[src/rtl/vp_bbox_overlay.sv]
// Bounding-box overlay for the binary-mask video stream: accumulates the box of
// foreground pixels per frame, latches it on v_sync rise and outlines it on the next frame.
//
// state   | meaning
// --------+-----------------------------------------------------------------
// WAIT_VS | after reset: pass pixels through, wait for first v_sync rise
// ACTIVE  | accumulate foreground box, latch and restart on every v_sync rise
`timescale 1ns/1ps
module vp_bbox_overlay #(
    parameter int          COORD_W   = 11,
    parameter logic [23:0] BOX_COLOR = 24'hFF0000
) (
    input  logic               clk,
    input  logic               rst_n,
    input  logic               de_in,
    input  logic               h_sync_in,
    input  logic               v_sync_in,
    input  logic [23:0]        pixel_in,
    input  logic               overlay_en,
    output logic               de_out,
    output logic               h_sync_out,
    output logic               v_sync_out,
    output logic [23:0]        pixel_out,
    output logic [COORD_W-1:0] bbox_xmin,
    output logic [COORD_W-1:0] bbox_xmax,
    output logic [COORD_W-1:0] bbox_ymin,
    output logic [COORD_W-1:0] bbox_ymax,
    output logic               bbox_valid
);

    typedef enum logic {WAIT_VS, ACTIVE} state_t;

    localparam logic [COORD_W-1:0] C_MAX = '1;
    localparam logic [COORD_W-1:0] C_ONE = COORD_W'(1);

    state_t state, state_nxt;

    logic               de_d, vs_d;
    logic [COORD_W-1:0] x, y;
    logic [COORD_W-1:0] acc_xmin, acc_xmax, acc_ymin, acc_ymax;
    logic               acc_seen;

    logic               vs_rise, line_end, fg;
    logic               acc_clr, acc_upd, latch;
    logic [COORD_W-1:0] m_xmin, m_xmax, m_ymin, m_ymax;
    logic               m_seen;
    logic               on_vert, on_horz, draw;

    assign vs_rise  = v_sync_in & ~vs_d;
    assign line_end = de_d & ~de_in;
    assign fg       = de_in & pixel_in[7];

    // Accumulator values including the current pixel, so a foreground pixel on
    // the v_sync rise cycle still lands in the closing frame's box.
    assign m_xmin = (fg && x < acc_xmin) ? x : acc_xmin;
    assign m_xmax = (fg && x > acc_xmax) ? x : acc_xmax;
    assign m_ymin = (fg && y < acc_ymin) ? y : acc_ymin;
    assign m_ymax = (fg && y > acc_ymax) ? y : acc_ymax;
    assign m_seen = acc_seen | fg;

    always_ff @(posedge clk) begin
        if (!rst_n) begin
            state <= WAIT_VS;
        end else begin
            state <= state_nxt;
        end
    end

    always_comb begin
        state_nxt = state;
        acc_clr   = 1'b0;
        acc_upd   = 1'b0;
        latch     = 1'b0;
        case (state)
            WAIT_VS: begin
                if (vs_rise) begin
                    state_nxt = ACTIVE;
                    acc_clr   = 1'b1;
                end
            end
            ACTIVE: begin
                acc_upd = fg;
                if (vs_rise) begin
                    latch   = 1'b1;
                    acc_clr = 1'b1;
                end
            end
            default: state_nxt = WAIT_VS;
        endcase
    end

    always_ff @(posedge clk) begin
        if (!rst_n) begin
            de_d <= 1'b0;
            vs_d <= 1'b0;
            x    <= '0;
            y    <= '0;
        end else begin
            de_d <= de_in;
            vs_d <= v_sync_in;
            if (vs_rise) begin
                x <= '0;
                y <= '0;
            end else if (line_end) begin
                x <= '0;
                y <= (y == C_MAX) ? y : y + C_ONE;
            end else if (de_in) begin
                x <= (x == C_MAX) ? x : x + C_ONE;
            end
        end
    end

    always_ff @(posedge clk) begin
        if (!rst_n) begin
            acc_xmin <= C_MAX;
            acc_xmax <= '0;
            acc_ymin <= C_MAX;
            acc_ymax <= '0;
            acc_seen <= 1'b0;
        end else if (acc_clr) begin
            acc_xmin <= C_MAX;
            acc_xmax <= '0;
            acc_ymin <= C_MAX;
            acc_ymax <= '0;
            acc_seen <= 1'b0;
        end else if (acc_upd) begin
            acc_xmin <= m_xmin;
            acc_xmax <= m_xmax;
            acc_ymin <= m_ymin;
            acc_ymax <= m_ymax;
            acc_seen <= m_seen;
        end
    end

    always_ff @(posedge clk) begin
        if (!rst_n) begin
            bbox_xmin  <= '0;
            bbox_xmax  <= '0;
            bbox_ymin  <= '0;
            bbox_ymax  <= '0;
            bbox_valid <= 1'b0;
        end else if (latch) begin
            bbox_xmin  <= m_xmin;
            bbox_xmax  <= m_xmax;
            bbox_ymin  <= m_ymin;
            bbox_ymax  <= m_ymax;
            bbox_valid <= m_seen;
        end
    end

    assign on_vert = (x == bbox_xmin || x == bbox_xmax) && y >= bbox_ymin && y <= bbox_ymax;
    assign on_horz = (y == bbox_ymin || y == bbox_ymax) && x >= bbox_xmin && x <= bbox_xmax;
    assign draw    = overlay_en & bbox_valid & de_in & (on_vert | on_horz);

    always_ff @(posedge clk) begin
        if (!rst_n) begin
            de_out     <= 1'b0;
            h_sync_out <= 1'b0;
            v_sync_out <= 1'b0;
            pixel_out  <= '0;
        end else begin
            de_out     <= de_in;
            h_sync_out <= h_sync_in;
            v_sync_out <= v_sync_in;
            pixel_out  <= draw ? BOX_COLOR : pixel_in;
        end
    end

endmodule

[config.mk]
export PLATFORM = sky130hd
export DESIGN_NAME = vp_bbox_overlay
export DESIGN_NICKNAME = d
export VERILOG_FILES = /design/src/rtl/vp_bbox_overlay.sv
export SDC_FILE = /design/constraint.sdc
export NUM_CORES = 1
export LEC_CHECK = 0
export BUFFER_PORTS_ARGS = -buffer_cell sky130_fd_sc_hd__clkbuf_2
export CAP_MARGIN = 10
export CORE_MARGIN = 4
export CORE_UTILIZATION = 51
export DETAILED_ROUTE_END_ITERATION = 8
export GPL_ROUTABILITY_DRIVEN = 0
export PLACE_DENSITY_LB_ADDON = 0.2
export SLEW_MARGIN = 20
export SYNTH_ARGS = -nofsm -noshare
export SYNTH_HDL_FRONTEND = slang
export SYNTH_SLANG_ARGS = --single-unit
[constraint.sdc]
create_clock -name clk -period 3.1 [get_ports clk]
set_clock_uncertainty 0.05 [all_clocks]
set_input_delay 0.62 -clock clk [delete_from_list [all_inputs] [get_ports clk]]
set_output_delay 0.62 -clock clk [all_outputs]
set_load 0.01 [all_outputs]
Yosys cells after proc, flatten, opt, wreduce, memory -nomap -nowiden
Index checks and enable logic that the tools add are counted.

Register bits after elaboration: 140. Latch bits: 0. Bits in writable memories: 0. ROM bits: 0. Bits of input ports: 30. Memories kept: 0.

$add $sub $neg: 2. Multipliers: 0. Divide/modulo/power cells: 0. Order comparisons: 8. Equal/unequal tests: 6. Shift operators: 0. Mux-type cells: 9. Bitwise gates (word level): 13. Reduce and logical (&&, ||, !) cells: 16.

Operator list (count): 11-bit equality test (4); 11-bit 2-to-1 mux (4); 24-bit 2-to-1 mux (1); 11-bit by 1-bit adder with 11-bit output, second input constant (2); 11-bit equality test, second input constant (2); 11-bit >= comparator (2); 11-bit greater-than comparator (2); 11-bit less-or-equal comparator (2); 11-bit less-than comparator (2); 1-bit logical AND (8); 1-bit bitwise AND (6); 2-bit OR reduction (3); 1-bit inverter (5); 1-bit 2-to-1 mux (4); 2-bit AND reduction (2); 3-bit OR reduction (1); 1-bit logical OR (2); 1-bit OR (2).

Logic depth before layout (Yosys ltp)
Gate-level depths: netlist of run 1.

Depth after elaboration: 7. Gate-level depth with buffers: 9.

Worst setup path before layout of run 1
OpenSTA, ideal clock, no wires.

Path type: register -> register. Start: register y[9]. End: register pixel_out[10]. Library setup time: 0.112 ns. Arrival: 2.305 ns. Data required time: 2.938 ns. Slack: 0.632 ns. Cell stages (with the launch flop): 9. Buffers on the path: 1. Clock period less this slack: 2.468 ns. Path through: dfxtp_1 -> ha_1 -> and4_4 -> a221oi_2 -> a21oi_1 -> or4_4 -> o22ai_4 -> buf_8 -> nor2_2.

Longest elaborated chain between the ends: 7.

Ends and longest elaborated chain: from (decl) (RTL line 39) `logic [COORD_W-1:0] x, y;`; from (signal assigned) (RTL line 106) `y <= (y == C_MAX) ? y : y + C_ONE;`; branches (longest 4 deep; another with 11-bit >= comparator); 1-bit OR (*) (RTL line 153) `assign draw = overlay_en & bbox_valid & de_in & (on_vert | on_horz);`; 1-bit bitwise AND (*) (RTL line 153); 2-bit OR reduction (no line) (*); to (signal assigned) (RTL line 165) `pixel_out <= draw ? BOX_COLOR : pixel_in;`; to (decl) (RTL line 23) `output logic [23:0] pixel_out,`.

Every way passes the cells marked *. A chain may end at the register's enable or synchronous reset.

Final worst setup path of run 1
Start: register y[9]. End: register pixel_out[0].

The elaborated chain is that of the path after synthesis.

==> results of run 1 <==
[cell type report]
type / count / share of cell area (%)
Sequential cell: 140 / 30.9
Inverter: 91 / 3.76
Multi-Input combinational cell: 614 / 47.5
Clock buffer: 19 / 4.99
Tap cell: 184 / 2.54
Clock inverter: 13 / 1.54
Timing Repair Buffer: 134 / 8.85
[critical path, stage by stage (launching register included)]
cell and delay [ps]:
dfxtp_1 560, ha_1 330, and4_4 210, a221oi_2 250, a21oi_1 120, or4_4 560, o22ai_4 200, buf_12 180
nor2_1 60
[cell families (layout without fill, tap and decap cells)]
logic type | count (synthesis) | in the layout | share of synthesized area (%)
and+or+nand+nor | 230 | 230 | 14.8
AOI/OAI and AO/OA | 216 | 216 | 16.8
DFF | 140 | 140 | 36.6
buffers and inverters | 139 | 257 | 7.10
adders and majority gates | 88 | 88 | 14.4
muxes | 64 | 64 | 8.38
xor gates and xnor gates | 16 | 16 | 1.83
[placed cells by master, fill, tap and decap left out, types with 27 or more instances in the layout]
| cell type | Yosys | routed |
|---|---|---|
| clkbuf_2 | 0 | 101 |
| a21oi_1 | 76 | 76 |
| inv_1 | 91 | 91 |
| ha_1 | 88 | 88 |
| buf_4 | 0 | 29 |
| o21ai_0 | 74 | 72 |
| dfxtp_1 | 140 | 140 |
| mux2i_1 | 64 | 64 |
| nand2_1 | 63 | 63 |
| nand3_1 | 27 | 27 |
| nor2_1 | 60 | 60 |
[state kept, by name, summed over array words and instances, names as in the netlist, 11 cells and up]
signal / flops
acc_xmin: 11
bbox_ymax: 11
x: 11
bbox_ymin: 11
y: 11
pixel_out: 24
acc_ymin: 11
acc_xmax: 11
bbox_xmax: 11
acc_ymax: 11
bbox_xmin: 11
[Yosys cell counts, types with 3 or more instances]
| master | count |
|---|---|
| nor2b_1 | 7 |
| or3_1 | 4 |
| xnor2_1 | 8 |
| a211oi_1 | 19 |
| o211ai_1 | 5 |
| inv_1 | 91 |
| buf_2 | 8 |
| and4_1 | 3 |
| nand3_1 | 27 |
| nand2b_1 | 3 |
| o21a_1 | 10 |
| dfxtp_1 | 140 |
| nand4_1 | 14 |
| a21o_1 | 11 |
| clkbuf_1 | 39 |
| nor2_1 | 60 |
| nor3_1 | 6 |
| and2_1 | 4 |
| nand3b_1 | 4 |
| and3_1 | 6 |
| xor2_1 | 8 |
| o21ai_0 | 74 |
| ha_1 | 88 |
| nor4_1 | 11 |
| a211o_1 | 3 |
| nand2_1 | 63 |
| mux2i_1 | 64 |
| nor2_2 | 10 |
| a21oi_1 | 76 |
[power breakdown]
| part | switching (mW) | internal [mW] | leakage, nW | total (mW) |
|---|---|---|---|---|
| combinational | 0.296 | 0.212 | 2.99 | 0.507 |
| sequential | 0.0401 | 1.86 | 1.14 | 1.90 |
| clock | 0.814 | 1.23 | 0.282 | 2.04 |
[worst min-delay path by stage]
stage               slack, ps                 endpoint
floorplan                 380    acc_seen$_SDFFE_PP0P_
global placement          390    acc_seen$_SDFFE_PP0P_
detailed placement        400    acc_seen$_SDFFE_PP0P_
CTS                       350  pixel_out[3]$_SDFF_PP0_
global route              360  pixel_out[4]$_SDFF_PP0_
finish                    360  pixel_out[3]$_SDFF_PP0_
[layer usage]
| metal | global-route usage [%] | part of all wire [%] | wire length, um |
|---|---|---|---|
| met1 | 32.4 | 48 | 9170 |
| met2 | 35.6 | 43 | 8170 |
| met3 | 4.11 | 7.1 | 1340 |
| met4 | 6.59 | 1.4 | 267 |
| met5 | 0 | 0 | 0 |
==> impl_metrics.yaml, run 1 <==
run_status:
  status: "finished, final reports clean"
cells_and_area:
  stdcell_count: 1195
  final_util_pct: 62.2
  fin_area_um2: 9080
  drive_above_1_share_pct: 18.8
  num_antenna_cells: 0
  area_delta_synth_final_pct: 18.7
  nNetsFinal: 1116
  fillCellCount: 1284
  seq_area_um2: 2800
  multi_input_area_um2: 4310
synth:
  synth_area_um2: 7650
  synth-seq-area-share_pct: 36.6
  synth_flop_cell: "dfxtp_1"
  yosys.area.top_type_share_pct: 36.6
  yosys_warnings: 0
  synth_area_per_cell_um2: 8.57
  synth_cell_types: 52
  async_flop_share_pct: 0
  syn_nets: 1011
  syn_inst: 893
  synth_edf_count: 0
  synthTopCellsByArea: "dfxtp_1 (37%), ha_1 (14%), mux2i_1 (8.4%), a21oi_1 (5.0%), o21ai_0 (4.8%)"
  ys_ff_latch: 140
  synth_top_area_cell: "dfxtp_1"
cts:
  cts.reportedPaths.clkPinSlew_ps: 60
  cts_setup_buffers: 0
  cts_tree: "built"
  cts.sinks: 140
  cts-root-buf: "clkbuf_16"
  htree_levels: 4
  numCtsBuffers: 17
  hold_buffers: 0
  clk_latency_ps: 420
  clk_path_buf_depth: 2
  ctsResizeCount: 0
critical_path:
  end_kind: "flop"
  cp.required_ps: 3360
  critPathMaxFanout: 16
  crit_path_start: "y[9]$_SDFFE_PP0P_"
  r2r_setup_slack_ps: 470
  path_class: "flop to flop"
  reg2reg_to: "pixel_out[0]$_SDFF_PP0_"
  r2r_start: "y[9]$_SDFFE_PP0P_"
  start_kind: "flop"
  rr_worst_depth: 8
  timing.critical_path.to: "pixel_out[0]$_SDFF_PP0_"
  arrival_ps: 2890
routing:
  dr_total_vias: 6543
  first_pass_iters: 5
  drc: 0
  routed_wl_um: 18900
  dr.first_iter.drc_count: 434
  vias_per_cell: 5.48
  ant_nets: 0
  detail_route.wl_per_cell_um: 15.8
die:
  die_area_um2: 17000
  rows: 44
  coreArea_um2: 14600
  start_util_pct: 52.4
  die_height_um: 130
  die_w_um: 130
  ios: 102
grt:
  grt_max_degree: 65
  grt_first_pass_wirelength_um: 30900
  grt_pass1_vias: 5986
  antenna_found_initial: 0
  gr-total-overflow: 0
  track_usage_pct: 22.8
placed_design:
  place_area_um2: 8490
  dpl.hpwl_um: 13900
  numPortBuffers: 101
  dp_slack_ps: 487
  placed_cells: 1163
sta:
  drv_slew: 0
  fmax_ghz: 0.380
  grt_setup_unrepaired: "no"
  worst_slew_pin_slew_ps: 669
  tns_ps: 0
  fin_crit_sh_pct: 84.8
  timing.slew.headroom_pct: 55.1
  hold_viol: 0
  holdWs_ps: 360
  setup_violations: 0
  worst_slack_ps: 471
  fin_crit_ps: 2630
power_and_ir_drop:
  power_leakage_nw: 4.41
  ir_drop_uv: 366
  total_power_mw: 4.45
  p_per_area_nw_per_um2: 490
min_path:
  min_path_type: "input port to flop"
  hold_start: "pixel_in[3]"
  whs_path_depth: 3
flow_run:
  cap_viol_max_count: 0
Note: power is estimated with default switching activity, not from simulation.
==> inputs of run 2 (changes only) <==
==> constraint.sdc (replaced) <==
create_clock -name clk -period 2.75 [get_ports clk]
set_clock_uncertainty 0.05 [all_clocks]
set_input_delay 0.55 -clock clk [delete_from_list [all_inputs] [get_ports clk]]
set_output_delay 0.55 -clock clk [all_outputs]
set_load 0.01 [all_outputs]
==> run 2 against run 1 <==
Effect of this change: register-to-register slack worse by 290 ps; die area unchanged; largest cell class unchanged; critical path depth is the same; critical endpoint is now pixel_out[2]$_SDFF_PP0_; maximum frequency rose by 2.2%; sequential power increased by 13%; largest power group unchanged.
==> impl_metrics.yaml, run 2 (synthesis results as in run 1) <==
min_path:
  holdPathEnd: "pixel_out[1]$_SDFF_PP0_"
  min_path_type: "input port to flop"
  whs_path_depth: 3
  hold_start: "pixel_in[1]"
sta:
  drv_slew: 0
  worst_slew_pin_slew_ps: 483
  fin_crit_ps: 2570
  fin_crit_sh_pct: 93.6
  timing.slew.headroom_pct: 67.8
  tns_ps: 0
  setup_violations: 0
  fmax_ghz: 0.389
  grt_setup_unrepaired: "no"
  hold_viol: 0
critical_path:
  end_kind: "flop"
  max_stage_delay_ps: 560
  path_class: "flop to flop"
  arrival_ps: 2850
  start_kind: "flop"
  critPathMaxFanout: 16
  r2r_start: "y[10]$_SDFFE_PP0P_"
  reg2reg_to: "pixel_out[2]$_SDFF_PP0_"
  cp.required_ps: 3020
  r2r_setup_slack_ps: 180
  crit_slowest_cell: "or4_4"
  worstPathCellList: "ha_1, and4_4, a221oi_2, a21oi_1, or4_4, o22ai_4, buf_12, nor2_1"
  rr_worst_depth: 8
power_and_ir_drop:
  pwr-share-clk_pct: 45.7
  p_per_area_nw_per_um2: 546
  switchingPower_mw: 1.30
  swShare_pct: 25.9
  p_int_mw: 3.70
  pwr-share-comb_pct: 11.5
  power_leakage_nw: 4.48
  seqPwrFrac_pct: 42.8
  ir_drop_uv: 434
grt:
  grt_pass1_vias: 6255
  grt_max_degree: 53
  antenna_found_initial: 0
  track_usage_pct: 23.2
  grt_first_pass_wirelength_um: 31200
  gr-total-overflow: 0
cts:
  htree_levels: 4
  cts-root-buf: "clkbuf_16"
  cts_setup_buffers: 0
  clk_path_buf_depth: 2
  numCtsBuffers: 17
  cts.sinks: 140
  clk_latency_ps: 430
  hold_buffers: 0
  cts.reportedPaths.clkPinSlew_ps: 60
  cts_tree: "built"
  ctsResizeCount: 0
cells_and_area:
  nNetsFinal: 1133
  area_delta_synth_final_pct: 19.8
  final_common_cell: "dfxtp_1"
  num_antenna_cells: 0
  fin_area_um2: 9160
  regMostFlops: "pixel_out"
  drive_above_1_share_pct: 19.9
  largest_register_ff_count: 24
  final_cell_mix: "dfxtp_1 (140), clkbuf_2 (101), inv_1 (91)"
run_status:
  status: "finished, final reports clean"
routing:
  dr_total_vias: 6606
  detail_route.wl_per_cell_um: 15.8
  first_pass_iters: 7
  ant_nets: 0
  vias_per_cell: 5.45
  routed_wl_um: 19100
  dr.first_iter.drc_count: 331
  drc: 0
die:
  rows: 44
  start_util_pct: 52.4
  ios: 102
  die_area_um2: 17000
  die_height_um: 130
  coreArea_um2: 14600
  die_w_um: 130
placed_design:
  numPortBuffers: 101
  dpl.hpwl_um: 14400
  place_area_um2: 8580
flow_run:
  cap_viol_max_count: 0
==> run 2: per-layer routing <==
| metal | up-vias | global-route usage, % | share of wire (%) |
|---|---|---|---|
| met2 | 188 | 37.1 | 44 |
| met5 | - | 0 | 0 |
| li1 | 3372 | - | - |
| met4 | 0 | 8.17 | 1.8 |
| met3 | 31 | 5.61 | 6.8 |
| met1 | 3015 | 30.9 | 47 |
==> run 2: final cells by class <==
cell class | instances | area (um2)
timing repair buffer | 151 | 893
clock inverter | 12 | 138
tap | 184 | 230
sequential | 140 | 2800
fill | 1261 | 5430
clock buffer | 20 | 447
multi-input combinational | 614 | 4310
inverter | 91 | 342
==> run 2: worst max path at each step <==
stage                     cells past startpoint                  endpoint               start  slack [ps]
after floorplan                               8  pixel_out[10]$_SDFF_PP0_   y[9]$_SDFFE_PP0P_         280
after global placement                        8  pixel_out[15]$_SDFF_PP0_  y[10]$_SDFFE_PP0P_         240
after detailed placement                      8   pixel_out[2]$_SDFF_PP0_  y[10]$_SDFFE_PP0P_         180
after CTS                                     8   pixel_out[2]$_SDFF_PP0_  y[10]$_SDFFE_PP0P_         180
after global routing                          8  pixel_out[20]$_SDFF_PN0_  y[10]$_SDFFE_PP0P_          10
final                                         8   pixel_out[2]$_SDFF_PP0_  y[10]$_SDFFE_PP0P_         180
==> run 2: worst max-delay path, delay by kind of cell, from the launching register on <==
kind                     cells  cell delay (ps)
AO/OA/AOI/OAI                3              580
buffers and inverters        1              180
adder cells (fa/ha/maj)      1              330
flip-flops                   1              540
AND/OR/NAND/NOR              3              790
==> run 2: power by group through the flow <==
| stage | clock (mW) | sequential, mW | combinational [mW] |
|---|---|---|---|
| 3_5_place_dp | 0 | 2.19 | 0.574 |
| 4_1_cts | 2.31 | 2.14 | 0.578 |
| 6_report | 2.28 | 2.14 | 0.574 |
| 5_1_grt | 2.41 | 2.15 | 0.643 |
| 3_3_place_gp | 0 | 2.18 | 0.570 |
| 2_1_floorplan | 0 | 2.21 | 0.335 |
==> run 2: stage by stage <==
| stage | worst slack [ps] | hold slack [ps] | total power [mW] | utilization (%) | instances |
|---|---|---|---|---|---|
| after CTS | 183 | 265 | 5.03 | 62.8 | 1212 |
| final | 177 | 275 | 5.00 | 62.8 | 1212 |
| after detailed placement | 179 | 406 | 2.76 | 58.8 | 1180 |
| after global routing | 10.6 | 262 | 5.20 | 62.8 | 1212 |
| after floorplan | 282 | 381 | 2.54 | - | 893 |
| after global placement | 237 | 392 | 2.75 | 58.8 | 1180 |
==> inputs of run 3 (changes only) <==
--- a/config.mk
+++ b/config.mk
@@ -11,7 +11,7 @@
 export CORE_UTILIZATION = 51
 export DETAILED_ROUTE_END_ITERATION = 8
 export GPL_ROUTABILITY_DRIVEN = 0
-export PLACE_DENSITY_LB_ADDON = 0.2
+export PLACE_DENSITY = 0.72
 export SLEW_MARGIN = 20
 export SYNTH_ARGS = -nofsm -noshare
 export SYNTH_HDL_FRONTEND = slang
==> run 3 against run 2 <==
Effect of this change: register-to-register slack improved by 40 ps; clock-buffer cell count shrank 2; worst hold slack better by 7.4 ps; cell count did not move; maximum frequency is 1.7% higher; combinational power grew 0.9%; critical path type unchanged; critical endpoint is now pixel_out[18]$_SDFF_PN0_.
==> impl_metrics.yaml, run 3 (synthesis results as in run 1) <==
placed_design:
  dpl.hpwl_um: 14300
  placed_cells: 1182
  dp_slack_ps: 238
  numPortBuffers: 101
die:
  die_height_um: 130
  start_util_pct: 52.4
  coreArea_um2: 14600
  ios: 102
  die_w_um: 130
  die_area_um2: 17000
  rows: 44
critical_path:
  arrival_ps: 2850
  end_kind: "flop"
  max_stage_delay_ps: 550
  worstPathCellList: "buf_4, ha_1, a21oi_1, o21ai_0, a2111oi_0, buf_4, o221ai_1, a21oi_2, buf_4, o21a_1"
  r2r_setup_slack_ps: 220
  cpMostUsedCell: "buf_4"
  start_kind: "flop"
  path_class: "flop to flop"
  critPathMaxFanout: 12
  crit_slowest_cell: "a2111oi_0"
  cp.required_ps: 3060
cts:
  ctsResizeCount: 0
  cts_tree: "built"
  cts_setup_buffers: 0
  cts.sinks: 140
  clk_latency_ps: 420
  numCtsBuffers: 17
  hold_buffers: 0
  cts.reportedPaths.clkPinSlew_ps: 60
  clk_path_buf_depth: 2
  htree_levels: 4
  cts-root-buf: "clkbuf_16"
cells_and_area:
  drive_above_1_share_pct: 20.0
  regMostFlops: "pixel_out"
  final_common_cell: "dfxtp_1"
  final_util_pct: 63.3
  stdcell_count: 1212
  nNetsFinal: 1135
  area_delta_synth_final_pct: 20.7
  largest_register_ff_count: 24
  num_antenna_cells: 0
  final_cell_mix: "dfxtp_1 (140), clkbuf_2 (101), inv_1 (91)"
sta:
  fin_crit_ps: 2530
  fmax_ghz: 0.395
  timing.slew.headroom_pct: 54.7
  setup_violations: 0
  fin_crit_sh_pct: 92.0
  worst_slew_pin_slew_ps: 679
  worst_slack_ps: 219
  grt_setup_unrepaired: "no"
  tns_ps: 0
  drv_slew: 0
  hold_viol: 0
routing:
  drc: 0
  routed_wl_um: 19800
  dr.first_iter.drc_count: 549
  detail_route.wl_per_cell_um: 16.3
  dr_total_vias: 6722
  ant_nets: 0
  vias_per_cell: 5.55
  first_pass_iters: 5
grt:
  use_met3_pct: 5.20
  antenna_found_initial: 0
  grt_first_pass_wirelength_um: 31600
  use_met1_pct: 32.7
  gr-total-overflow: 0
  busiest_layer: "met2"
  grt_max_degree: 80
  grt_pass1_vias: 6281
  track_usage_pct: 23.5
  met2_usage_pct: 36.2
power_and_ir_drop:
  seqPwrFrac_pct: 41.3
  p_per_area_nw_per_um2: 562
  swShare_pct: 24.2
  pwr-share-clk_pct: 47.5
  pwr-share-comb_pct: 11.2
  p_int_mw: 3.93
  switchingPower_mw: 1.25
  ir_drop_uv: 437
  power_leakage_nw: 4.52
min_path:
  min_path_type: "input port to flop"
flow_run:
  cap_viol_max_count: 0
run_status:
  status: "finished, final reports clean"
[run 3: changes by cell type in the layout (fill, tap and decap cells not counted), sizes merged]
| cell | delta |
|---|---|
| inv | -3 |
| buf | +2 |
| bufinv | +3 |
| clkbuf | -2 |
[run 3: worst max-delay path, delay by kind of cell, from the launching register on]
family          cells  cell delay, ps
buf+inv             3             590
flops               1             340
fa+ha+maj           1             270
compound gates      6            1220
[run 3: power by group through the flow]
| stage | sequential [mW] | combinational [mW] | clock, mW |
|---|---|---|---|
| detailed placement | 2.19 | 0.577 | 0 |
| finish | 2.14 | 0.579 | 2.46 |
| global route | 2.15 | 0.643 | 2.59 |
| global placement | 2.19 | 0.567 | 0 |
| floorplan | 2.21 | 0.335 | 0 |
| CTS | 2.14 | 0.583 | 2.50 |
[run 3: worst paths after layout]
check | depth (start not counted) | from | to
worst max-delay path | 10 | x[4]$_SDFFE_PP0P_ | pixel_out[18]$_SDFF_PN0_
worst min-delay path | 2 | h_sync_in | h_sync_out$_SDFF_PN0_
worst max register to register | 10 | x[4]$_SDFFE_PP0P_ | pixel_out[18]$_SDFF_PN0_
worst min register to register | 2 | acc_seen$_SDFFE_PP0P_ | acc_seen$_SDFFE_PP0P_
[run 3: stage by stage]
stage	hold WS, ps	cell area (um2)	power, mW
after global placement	392	8600	2.75
after global routing	278	9230	5.39
after detailed placement	414	8600	2.76
final	282	9230	5.19
after floorplan	381	7650	2.54
after CTS	272	9230	5.23
[run 3: final cells by class]
type / instances / area (um2)
clock inverter: 12 / 198
tap: 184 / 230
clock buffer: 18 / 429
sequential: 140 / 2800
fill: 1236 / 5360
timing repair buffer: 153 / 921
multi-input combinational: 614 / 4310
inverter: 91 / 342
[run 3: layer usage]
metal / vias to the layer above / share of wire, % / routed length [um]
li1: 3362 / - / -
met1: 3098 / 47 / 9360
met2: 229 / 44 / 8630
met3: 33 / 7.0 / 1380
met4: 0 / 2.0 / 403
met5: - / 0 / 0
